==> src/rtl/cpu_fetch.sv <==
// Fetch front end: streams bytes from a byte-wide synchronous memory into a
// circular buffer and presents a 4-byte bundle to the executer.
module cpu_fetch #(
  parameter logic [15:0] RESET_PC = 16'h8000,
  parameter int          DEPTH    = 8
) (
  input  logic        clk,
  input  logic        rst,
  output logic        mem_rd,
  output logic [15:0] mem_addr,
  input  logic [7:0]  mem_rdata,
  output logic        f_valid,
  output logic [7:0]  f_insn,
  output logic [7:0]  f_q1,
  output logic [7:0]  f_q2,
  output logic [7:0]  f_q3,
  output logic [15:0] f_pc,
  input  logic        f_ready,
  input  logic [1:0]  f_len,
  input  logic        redir,
  input  logic [15:0] redir_pc,
  input  logic        halt
);

  localparam int PW = $clog2(DEPTH);
  localparam int CW = PW + 1;
  localparam logic [CW-1:0] DEPTH_C = CW'(DEPTH);

  logic [15:0]           fetch_pc_q, fetch_pc_d;
  logic [15:0]           f_pc_q, f_pc_d;
  logic [PW-1:0]         head_q, head_d;
  logic [PW-1:0]         tail_q, tail_d;
  logic [CW-1:0]         count_q, count_d;
  logic                  inflight_q, inflight_d;
  logic [DEPTH-1:0][7:0] buf_q, buf_d;
  logic [3:0][7:0]       bundle;
  logic                  issue, capture, pop;
  logic [2:0]            pop_n;

  // Issue check ignores a same-cycle pop so it never depends on f_ready.
  assign issue   = rst & ~halt & ~redir & ((count_q + CW'(inflight_q)) < DEPTH_C);
  assign capture = inflight_q & ~redir;
  assign f_valid = rst & (count_q >= CW'(4));
  assign pop     = f_valid & f_ready & ~redir;
  assign pop_n   = {1'b0, f_len} + 3'd1;

  assign mem_rd   = issue;
  assign mem_addr = fetch_pc_q;

  for (genvar k = 0; k < 4; k++) begin : g_tap
    logic [PW-1:0] idx;
    assign idx       = head_q + PW'(k);
    assign bundle[k] = buf_q[idx];
  end

  assign f_insn = bundle[0];
  assign f_q1   = bundle[1];
  assign f_q2   = bundle[2];
  assign f_q3   = bundle[3];
  assign f_pc   = f_pc_q;

  always_comb begin
    fetch_pc_d = fetch_pc_q;
    f_pc_d     = f_pc_q;
    head_d     = head_q;
    tail_d     = tail_q;
    count_d    = count_q;
    inflight_d = inflight_q;
    buf_d      = buf_q;
    if (redir) begin
      // Flush: any byte returning this cycle is dropped with the rest.
      fetch_pc_d = redir_pc;
      f_pc_d     = redir_pc;
      head_d     = tail_q;
      count_d    = '0;
      inflight_d = 1'b0;
    end else begin
      inflight_d = issue;
      if (issue) fetch_pc_d = fetch_pc_q + 16'd1;
      if (capture) begin
        buf_d[tail_q] = mem_rdata;
        tail_d        = tail_q + PW'(1);
      end
      if (pop) begin
        head_d = head_q + PW'(pop_n);
        f_pc_d = f_pc_q + 16'(pop_n);
      end
      count_d = count_q + CW'(capture) - (pop ? CW'(pop_n) : CW'(0));
    end
  end

  always_ff @(posedge clk) begin
    if (!rst) begin
      fetch_pc_q <= RESET_PC;
      f_pc_q     <= RESET_PC;
      head_q     <= '0;
      tail_q     <= '0;
      count_q    <= '0;
      inflight_q <= 1'b0;
    end else begin
      fetch_pc_q <= fetch_pc_d;
      f_pc_q     <= f_pc_d;
      head_q     <= head_d;
      tail_q     <= tail_d;
      count_q    <= count_d;
      inflight_q <= inflight_d;
    end
  end

  // Buffer contents are only meaningful below count, so they carry no reset.
  always_ff @(posedge clk) begin
    buf_q <= buf_d;
  end

endmodule
==> config.mk <==
export PLATFORM = sky130hd
export DESIGN_NAME = cpu_fetch
export DESIGN_NICKNAME = d
export VERILOG_FILES = /design/src/rtl/cpu_fetch.sv
export SDC_FILE = /design/constraint.sdc
export NUM_CORES = 1
export LEC_CHECK = 0
export ABC_AREA = 0
export CAP_MARGIN = 5
export CORE_MARGIN = 1.5
export CORE_UTILIZATION = 49
export DETAILED_ROUTE_END_ITERATION = 10
export GPL_TIMING_DRIVEN = 0
export HOLD_SLACK_MARGIN = 0.12
export PLACE_DENSITY = 0.74
export SLEW_MARGIN = 20
export SYNTH_ARGS = -nofsm -noshare
export SYNTH_HDL_FRONTEND = slang
export SYNTH_SLANG_ARGS = --single-unit
==> constraint.sdc <==
create_clock -name clk -period 2.78 [get_ports clk]
set_input_delay 0.556 -clock clk [delete_from_list [all_inputs] [get_ports clk]]
set_output_delay 0.556 -clock clk [all_outputs]
set_load 0.005 [all_outputs]
**Word level (Yosys, flattened, before mapping)**

Cells that the tools add are included.

- Register bits after elaboration: 107
- Bits in latches: 0
- RAM bits: 0
- Bits in read-only memories: 0
- Logic and storage cells: 66
- Memories kept: 0

- Add/sub/neg operators: 11
- Multiply operators: 0
- Div/mod/pow operators: 0
- Magnitude comparators: 8
- Equal/unequal tests: 0
- Shift-type cells: 0
- Muxes and demuxes: 18
- Bitwise operators: 10
- Reduce and logical (&&, ||, !) cells: 5

Operators with widths:

| cell | number |
|---|---|
| binary-select mux 8 bit (select 3 bit) | 4 |
| bitwise mux 64 bit | 1 |
| 2-to-1 mux 16 bit | 4 |
| 2-to-1 mux 8 bit | 5 |
| demux 8 bit (select 3 bit) | 1 |
| less-than comparator 3 x 4 -> 1 bit (second input constant) | 5 |
| adder 16 x 1 -> 16 bit (second input constant) | 1 |
| adder 16 x 3 -> 16 bit | 1 |
| 2-to-1 mux 3 bit | 3 |
| adder 4 x 1 -> 4 bit | 2 |
| AND 1 bit | 7 |
| adder 3 x 1 -> 3 bit (second input constant) | 2 |
| adder 3 x 2 -> 3 bit (second input constant) | 2 |
| greater-or-equal comparator 4 x 3 -> 1 bit (second input constant) | 1 |
| less-than comparator 4 bit (second input constant) | 1 |
| nonzero test 2 bit | 2 |
| subtractor 4 x 3 -> 4 bit | 1 |
| adder 2 x 1 -> 3 bit (second input constant) | 1 |
| adder 3 bit | 1 |
| greater-or-equal comparator 3 x 1 -> 1 bit (second input constant) | 1 |
| inverter 1 bit | 3 |
| AND reduction 2 bit | 1 |
| OR reduction 2 bit | 1 |
| logical AND 1 bit | 1 |

**Depth between registers and ports, before layout**

Gate-level depths: netlist of run 1.

- Word-level depth: 6
- Mapped depth: 11
- Mapped depth without buffers: 9

**Worst setup path before layout of run 1**

Ideal clock, no wire load.

- Path kind: reg-to-output
- Start point: reg head_q[0]
- End point: out f_q3[0]
- Arrival: 2235 ps
- Data required time: 2224 ps
- Slack: -11 ps
- Stages on the path, launching flop included: 7
- Cell sequence: dfxtp_1 > clkbuf_1 > buf_2 > inv_1 > ha_1 > xor2_2 > mux4_2

- Cells in the longest elaborated chain, start to end: 3

RTL lines:

| element | line | RTL |
|---|---|---|
| from (decl) | 31 | `logic [PW-1:0] head_q, head_d;` |
| from (signal assigned) | 96 | `head_q <= '0;` |
| from (signal assigned) | 103 | `head_q <= head_d;` |
| adder 3 x 2 -> 3 bit | 52 | `assign idx = head_q + PW'(k);` |
| binary-select mux 8 bit (select 3 bit) | 53 | `assign bundle[k] = buf_q[idx];` |
| 2-to-1 mux 8 bit (implied by the code) | 53 |  |
| to (decl) | 16 | `output logic [7:0] f_q3,` |

No other way between the ends. The select of a mux whose other input is x is not followed.

**Worst setup path in the final report of run 1**

- Start point: reg head_q[0]
- End point: out f_q3[2]

The elaborated chain is that of the path after synthesis.

==> flow_summary_export.csv, run 1 <==
group,metric,value,unit
clock_network,cts_tree,"yes",
clock_network,cts_made_buffers,9,
global_routing,antenna_found_initial,0,
clock_network,cts_max_level,3,
clock_network,clk_latency,0.37,ns
timing,finalHoldViolations,0,
timing,period_share,102,%
final_layout,utilization,66.8,%
timing,slew-limit-headroom,25.4,%
routing,via_per_inst,6.27,
routing,met2WireLength,8.76,mm
place,dp_hpwl,11.7,mm
final_layout,nNetsFinal,675,
timing,skew,0.00826,ns
worst_setup_path,required,2.22,ns
synthesis,synth-seq-area-share,45.8,%
routing,vias,5011,
power_and_ir_drop,clkPwrFrac,36.4,%
floorplanning,rows,40,
clock_network,clk_pin_slew_worst_paths,0.07,ns
power_and_ir_drop,power.internal,2.89,mW
global_routing,grt-ovfl-total,0,
timing,tightest_slew,1.11,ns
worst_setup_path,start_kind,"flop",
place,io_buffers,96,
synthesis,yosys.area.top_type,"edfxtp_1",
power_and_ir_drop,p_comb_share,17.3,%
synthesis,synth_edf_count,64,
min_path,hold_class,"flop to flop",
floorplanning,fp.dieW,114,um
floorplanning,coreArea,12100,um2
final_layout,multi_input_area,3170,um2
timing,rsz0062_at_grt,"yes",
floorplanning,die_y,114,um
worst_setup_path,worst-setup-path-type,"flop to output port",
global_routing,grt_pass1_wl,26.6,mm
routing,dr.pass1.iters,5,
worst_setup_path,critPathCaptureType,"output port",
worst_setup_path,cp-startpoint,"head_q[0]",
final_layout,n_antenna_cell,0,
power_and_ir_drop,p_sw_share,24.3,%
power_and_ir_drop,p_leak,2.79,nW
power_and_ir_drop,power.switching,929,uW
final_layout,drive_gt1_share,28.2,%
place,place.gp.congestion,0.839,
routing,dr_wl_met3,1.61,mm
worst_setup_path,worstPathMaxFanout,6,
timing,finalSetupViolations,6,
power_and_ir_drop,ir_drop,0.000286,V
global_routing,grt_max_degree,19,
synthesis,ys_types,46,
power_and_ir_drop,p_seq_share,46.3,%
timing,maxSlewViolCount,0,
synthesis,synth_top_area_share,31.6,%
final_layout,final-seq-area,2790,um2
synthesis,netlist_area,6080,um2
job,drv_cap,0,
status,status,"complete, but fails checks",
floorplanning,io_pins,97,
synthesis,synthArstFlopShare,0,%
final_layout,areaGrowthSynthToFinish,32.5,%
floorplanning,start_util,50.4,%
final_layout,fill_cells,879,
synthesis,ys_seq_elements,107,
worst_setup_path,cp.arrival,2.28,ns
power_and_ir_drop,power-per-cell-area,473,nW/um2
synthesis,yosys-top-cells-area,"edfxtp_1, dfxtp_1, mux2_2",
routing,drt-met1-wl,6.87,mm
routing,drc,0,
routing,top_layer,"met4",
synthesis,syn_inst,495,
synthesis,synthTopCellsByCount,"edfxtp_1, mux2_2, dfxtp_1",
routing,post_drt_wl_per_cell,22.2,um
global_routing,grt_pass1_vias,4924,
synthesis,synth_warnings,0,
status,violations,"setup timing",
routing,drtIter0Drc,393,
timing,fin_ws,-0.0519,ns
floorplanning,dieArea,13100,um2
timing,fmax,353,MHz
global_routing,global_route.usage.total,27.3,%
synthesis,synth_fp_nets,544,
clock_network,cts_sinks,107,
clock_network,root_buffer,"clkbuf_16",
synthesis,synthFlopType,"edfxtp_1",
routing,antenna_left,0,
routing,finalWirelength,17.7,mm
clock_network,cts_buffer_depth,2,
timing,holdWs,0.505,ns
worst_setup_path,reg2reg_from,"count_q[3]",
min_path,hold_path_startpoint,"mem_addr[15]",
synthesis,avgSynthCellArea,12.3,um2
timing,post-route-min-period,2.83,ns
state kept, by name, summed over array words and instances, names as in the netlist:
register	cells
head_q	3
count_q	4
buf_q	64
inflight_q	1
mem_addr	16
tail_q	3
f_pc	16
routing by layer:
layer	global-route usage, %	vias to the layer above
met5	0	-
met4	12.1	0
met3	4.98	46
met2	45.0	279
met1	35.4	2466
li1	-	2220
worst max-delay path: stages (launching register included):
cell,delay (ns)
dfxtp_4,0.37
clkbuf_16,0.16
buf_12,0.13
clkinv_4,0.05
ha_4,0.16
xor2_4,0.15
buf_12,0.14
buf_6,0.11
mux4_2,0.49
buf_2,0.14
worst paths after layout:
check,end,slack (ns),depth (start not counted)
hold reg to reg,mem_addr[15],0.51,2
hold / removal,mem_addr[15],0.51,2
setup reg to reg,count_q[3],0.36,11
setup / recovery,f_q3[2],-0.05,9
cells in the final DEF (no fill, tap or decap), drive strengths merged, types with 8 or more instances in the layout:
master	count
mux2	64
edfxtp	64
clkdlybuf4s50	61
buf	46
dfxtp	43
mux4	32
nand2	30
clkbuf	29
o21ai	25
a31oi	22
nor2	21
inv	17
or4	16
ha	15
clkdlybuf4s15	13
nand3	11
dlygate4sd2	11
a21oi	9
o211ai	9
or3	9
o31ai	8
xor2	8
repair_timing:
item | CTS | global route
pin swaps | 4 | 3
endpoints found under the setup margin | 38 | 32
setup buffers | 15 | 11
hold buffers | 0 | 0
resized for setup | 107 | 25
metrics by stage:
stage	setup slack, ns	TNS, ns	area, um2	total power [mW]	instances
floorplan	0.0230	0	6090	2.08	495
global placement	-1.21	-38.16	7260	2.37	759
detailed placement	-1.27	-33.78	7280	2.38	760
CTS	-0.0717	-0.395	7870	3.76	788
global route	-0.0889	-0.557	8060	3.93	799
finish	-0.0519	-0.210	8060	3.82	799
final cells by class:
| class | count | area share, % |
|---|---|---|
| timing repair buffer | 123 | 15.0 |
| multi-input combinational | 338 | 39.4 |
| sequential | 107 | 34.6 |
| inverter | 17 | 0.885 |
| clock inverter | 6 | 1.10 |
| tap | 168 | 2.61 |
| buffer | 30 | 3.59 |
| clock buffer | 10 | 2.84 |
power by group through the flow:
stage	clock, mW	sequential [mW]	combinational (mW)
2_1_floorplan	0	1.79	0.291
3_3_place_gp	0	1.80	0.571
3_5_place_dp	0	1.80	0.586
4_1_cts	1.38	1.76	0.623
5_1_grt	1.46	1.77	0.700
6_report	1.39	1.77	0.660
logic make-up (layout without fill, tap and decap cells):
logic type	after synthesis	in the layout	share of synthesized area (%)
simple gates	120	120	11.0
xor+xnor	12	12	1.98
compound gates	90	90	9.52
fa+ha+maj	18	18	4.07
flops	107	107	45.8
mux	98	98	24.1
buf+inv	50	186	3.60
No activity file was read; power rests on OpenSTA's default activity.
==> run 2: changes to the inputs <==
- TNS_END_PERCENT: default -> 10
==> flow_summary_export.csv, run 2 (synthesis results as in run 1) <==
group,metric,value,unit
final_layout,finalInstanceArea,8020,um2
power_and_ir_drop,p_total,3.80,mW
worst_setup_path,critPathCaptureType,"output port",
clock_network,cts_sinks,107,
clock_network,clk_latency,0.36,ns
timing,maxSlewViolCount,0,
place,post_dp_cell_area,7280,um2
clock_network,clk_pin_slew_worst_paths,0.07,ns
power_and_ir_drop,power.internal,2.88,mW
timing,finalSetupViolations,7,
power_and_ir_drop,p_sw_share,24.2,%
routing,post_drt_wl_per_cell,21.8,um
clock_network,cts_max_level,3,
final_layout,layout_commonest_cell,"edfxtp_1",
routing,dr.pass1.iters,5,
floorplanning,rows,40,
worst_setup_path,start_kind,"flop",
power_and_ir_drop,clkPwrFrac,36.4,%
job,drv_cap,0,
power_and_ir_drop,p_seq_share,46.4,%
clock_network,cts_hold_buf,0,
worst_setup_path,worstPathMaxFanout,10,
timing,slew-limit-headroom,24.9,%
final_layout,largest_register,"buf_q",
floorplanning,coreArea,12100,um2
final_layout,nNetsFinal,673,
place,io_buffers,96,
clock_network,cts_made_buffers,9,
worst_setup_path,required,2.22,ns
floorplanning,fp.dieW,114,um
floorplanning,start_util,50.4,%
global_routing,grt_max_degree,20,
power_and_ir_drop,power-per-cell-area,474,nW/um2
place,place.gp.congestion,0.839,
timing,fmax,344,MHz
clock_network,cts_buffer_depth,2,
routing,vias,5026,
min_path,hold_class,"flop to flop",
timing,tightest_slew,1.12,ns
timing,fin_ws,-0.130,ns
floorplanning,dieArea,13100,um2
routing,via_per_inst,6.31,
global_routing,grt_pass1_wl,26.3,mm
place,pre_cts_slack,-1.27,ns
final_layout,fill_cells,895,
final_layout,drive_gt1_share,28.1,%
power_and_ir_drop,p_leak,2.89,nW
floorplanning,die_y,114,um
global_routing,global_route.usage.total,27.0,%
status,status,"complete, but fails checks",
routing,drtIter0Drc,362,
timing,period_share,105,%
floorplanning,io_pins,97,
worst_setup_path,worst-setup-path-type,"flop to output port",
global_routing,grt-ovfl-total,0,
status,violations,"setup timing",
final_layout,most-common-layout-cells,"edfxtp_1, mux2_2, clkdlybuf4s50_1",
timing,finalHoldViolations,0,
worst_setup_path,cp.arrival,2.35,ns
routing,antenna_left,0,
power_and_ir_drop,ir_drop,0.000293,V
final_layout,largest_reg_flops,64,
timing,skew,0.00806,ns
power_and_ir_drop,p_comb_share,17.1,%
final_layout,fin_cells,797,
global_routing,antenna_found_initial,0,
clock_network,root_buffer,"clkbuf_16",
final_layout,areaGrowthSynthToFinish,31.8,%
routing,finalWirelength,17.4,mm
place,placed_cells,760,
final_layout,n_antenna_cell,0,
routing,drc,0,
clock_network,cts_tree,"yes",
timing,post-route-min-period,2.91,ns
power_and_ir_drop,power.switching,920,uW
place,dp_hpwl,11.7,mm
timing,rsz0062_at_grt,"yes",
global_routing,grt_pass1_vias,4971,
## run 2: cell type report
class	instances	area [um2]	share of cell area, %
multi-input combinational	338	3160	39.4
buffer	31	285	3.56
clock buffer	10	229	2.86
sequential	107	2790	34.8
timing repair buffer	120	1190	14.8
clock inverter	6	88.8	1.11
tap	168	210	2.62
inverter	17	68.8	0.858
## run 2: timing repair
item                                    CTS  global route
setup buffers                            12            10
cloned                                    0             1
pin swaps                                 2             5
endpoints found under the setup margin   38            42
gates resized for setup                  74            40
## run 2: critical path, cell delays in order, from the launching register on
cell and delay (ns):
dfxtp_4 0.38, clkbuf_16 0.18, buf_8 0.15, mux2_2 0.36, mux4_2 0.47, clkdlybuf4s50_1 0.45
## run 2: power by group through the flow
stage          Combinational [mW]  Clock (mW)  Sequential, mW
2_1_floorplan               0.291           0            1.79
3_3_place_gp                0.571           0            1.80
3_5_place_dp                0.586           0            1.80
4_1_cts                     0.633        1.38            1.76
5_1_grt                     0.688        1.44            1.77
6_report                    0.650        1.39            1.77
## run 2: metal layers
metal	wire length (um)	global-route usage, %
met1	6960	34.4
met2	8470	44.1
met3	1370	5.29
met4	564	13.3
met5	0	0
## run 2: worst paths after layout
| check | start | end | slack [ns] | cells after the start |
|---|---|---|---|---|
| worst min register to register | mem_addr[15] | mem_addr[15] | 0.51 | 2 |
| worst max register to register | count_q[3] | count_q[3] | 0.35 | 11 |
| worst min-delay path | mem_addr[15] | mem_addr[15] | 0.51 | 2 |
| worst max-delay path | head_q[0] | f_q1[4] | -0.13 | 5 |
## run 2: through the flow
stage	util (%)	hold slack (ns)	setup TNS (ns)
2_1_floorplan	-	0.470	0
3_3_place_gp	60.2	0.472	-38.16
3_5_place_dp	60.4	0.488	-33.78
4_1_cts	65.2	0.510	-2.57
5_1_grt	66.5	0.537	-0.851
6_report	66.5	0.513	-0.480
==> run 3: changes to the inputs <==
- HOLD_SLACK_MARGIN: 0.12 -> 0.02
- RECOVER_POWER: default -> 25
==> flow_summary_export.csv, run 3 (synthesis results as in run 1) <==
group,metric,value,unit
final_layout,fill_cells,895,
final_layout,utilization,66.5,%
final_layout,layout_commonest_cell,"edfxtp_1",
timing,finalHoldViolations,0,
status,status,"complete, but fails checks",
routing,finalWirelength,17.4,mm
floorplanning,die_y,114,um
timing,maxSlewViolCount,0,
global_routing,antenna_found_initial,0,
routing,drtIter0Drc,363,
final_layout,largest_reg_flops,64,
floorplanning,io_pins,97,
clock_network,cts_tree,"yes",
final_layout,areaGrowthSynthToFinish,31.8,%
global_routing,grt-ovfl-total,0,
clock_network,cts_made_buffers,9,
timing,fmax,344,MHz
worst_setup_path,start_kind,"flop",
worst_setup_path,max_stage_delay,0.47,ns
final_layout,finalInstanceArea,8020,um2
power_and_ir_drop,p_leak,2.89,nW
worst_setup_path,cp_slowest_cell,"mux4_2",
power_and_ir_drop,ir_drop,0.000293,V
floorplanning,start_util,50.4,%
place,place.gp.congestion,0.839,
worst_setup_path,worstPathCellList,"clkbuf_16, buf_8, mux2_2, mux4_2, clkdlybuf4s50_1",
final_layout,fin_cells,797,
place,dp_hpwl,11.7,mm
worst_setup_path,path_delay_family,"multiplexers",
clock_network,clk_pin_slew_worst_paths,0.07,ns
final_layout,n_antenna_cell,0,
timing,post-route-min-period,2.91,ns
timing,fin_ws,-0.129,ns
global_routing,grt_max_degree,20,
worst_setup_path,worst-setup-path-type,"flop to output port",
timing,finalSetupViolations,7,
routing,post_drt_wl_per_cell,21.8,um
routing,drc,0,
place,pre_cts_slack,-1.27,ns
timing,period_share,105,%
routing,antenna_left,0,
routing,dr.pass1.iters,5,
timing,skew,0.00823,ns
clock_network,cts_buffer_depth,2,
global_routing,grt_pass1_vias,4971,
job,drv_cap,0,
timing,setup_tns,-0.483,ns
final_layout,most-common-layout-cells,"edfxtp_1, mux2_2, clkdlybuf4s50_1",
worst_setup_path,reg2reg_slack,0.35,ns
final_layout,drive_gt1_share,28.1,%
final_layout,nNetsFinal,673,
timing,tightest_slew,1.12,ns
worst_setup_path,crit_buf_inv,3,
global_routing,grt_pass1_wl,26.3,mm
min_path,hold_class,"flop to flop",
timing,slew-limit-headroom,24.9,%
routing,via_per_inst,6.31,
clock_network,clk_latency,0.36,ns
clock_network,cts_max_level,3,
floorplanning,dieArea,13100,um2
clock_network,cts_sinks,107,
worst_setup_path,cp.arrival,2.35,ns
power_and_ir_drop,power-per-cell-area,474,nW/um2
status,violations,"setup timing",
place,placed_cells,760,
floorplanning,rows,40,
place,io_buffers,96,
place,post_dp_cell_area,7280,um2
clock_network,root_buffer,"clkbuf_16",
power_and_ir_drop,p_total,3.80,mW
floorplanning,fp.dieW,114,um
timing,holdWs,0.513,ns
worst_setup_path,worstPathMaxFanout,10,
final_layout,final-seq-area,2790,um2
worst_setup_path,critPathCaptureType,"output port",
routing,vias,5031,
timing,rsz0062_at_grt,"yes",
floorplanning,coreArea,12100,um2
final_layout,multi_input_area,3160,um2
final_layout,largest_register,"buf_q",
global_routing,global_route.usage.total,27.0,%
worst_setup_path,required,2.22,ns
run 3: tightest hold or removal path, cell delays in order, from the launching register on:
cell and delay (ns):
dfxtp_1 0.32, nand2_1 0.07, o21ai_1 0.07
run 3: repair_timing:
action / 4_1_cts / 5_1_grt
setup endpoints to repair: 38 / 42
hold buffers: 0 / 0
buffers inserted: 12 / 10
pin swaps: 2 / 5
gates resized for setup: 74 / 40
cloned: 0 / 1
run 3: final timing paths:
path,start,endpoint,cells after the start
min,mem_addr[15],mem_addr[15],2
max,head_q[0],f_q1[4],5
max reg2reg,count_q[3],count_q[3],11
min reg2reg,mem_addr[15],mem_addr[15],2
run 3: metal layers:
| layer | share of wire (%) | vias up | track usage [%] |
|---|---|---|---|
| met5 | 0 | - | 0 |
| met4 | 3.2 | 0 | 13.3 |
| met3 | 8.0 | 46 | 5.29 |
| met2 | 49 | 271 | 44.1 |
| met1 | 40 | 2493 | 34.4 |
| li1 | - | 2221 | - |
run 3: layout make-up:
class	count	area share, %
tap	168	2.62
clock buffer	10	2.86
multi-input combinational	338	39.4
sequential	107	34.8
timing repair buffer	120	14.8
clock inverter	6	1.11
inverter	17	0.858
buffer	31	3.56
run 3: power breakdown:
| group | leakage [nW] | switching (mW) | internal [mW] | total (mW) |
|---|---|---|---|---|
| clock | 0.151 | 0.594 | 0.792 | 1.39 |
| combinational | 1.81 | 0.275 | 0.373 | 0.649 |
| sequential | 0.932 | 0.0522 | 1.71 | 1.77 |
| total | 2.89 | 0.921 | 2.88 | 3.80 |
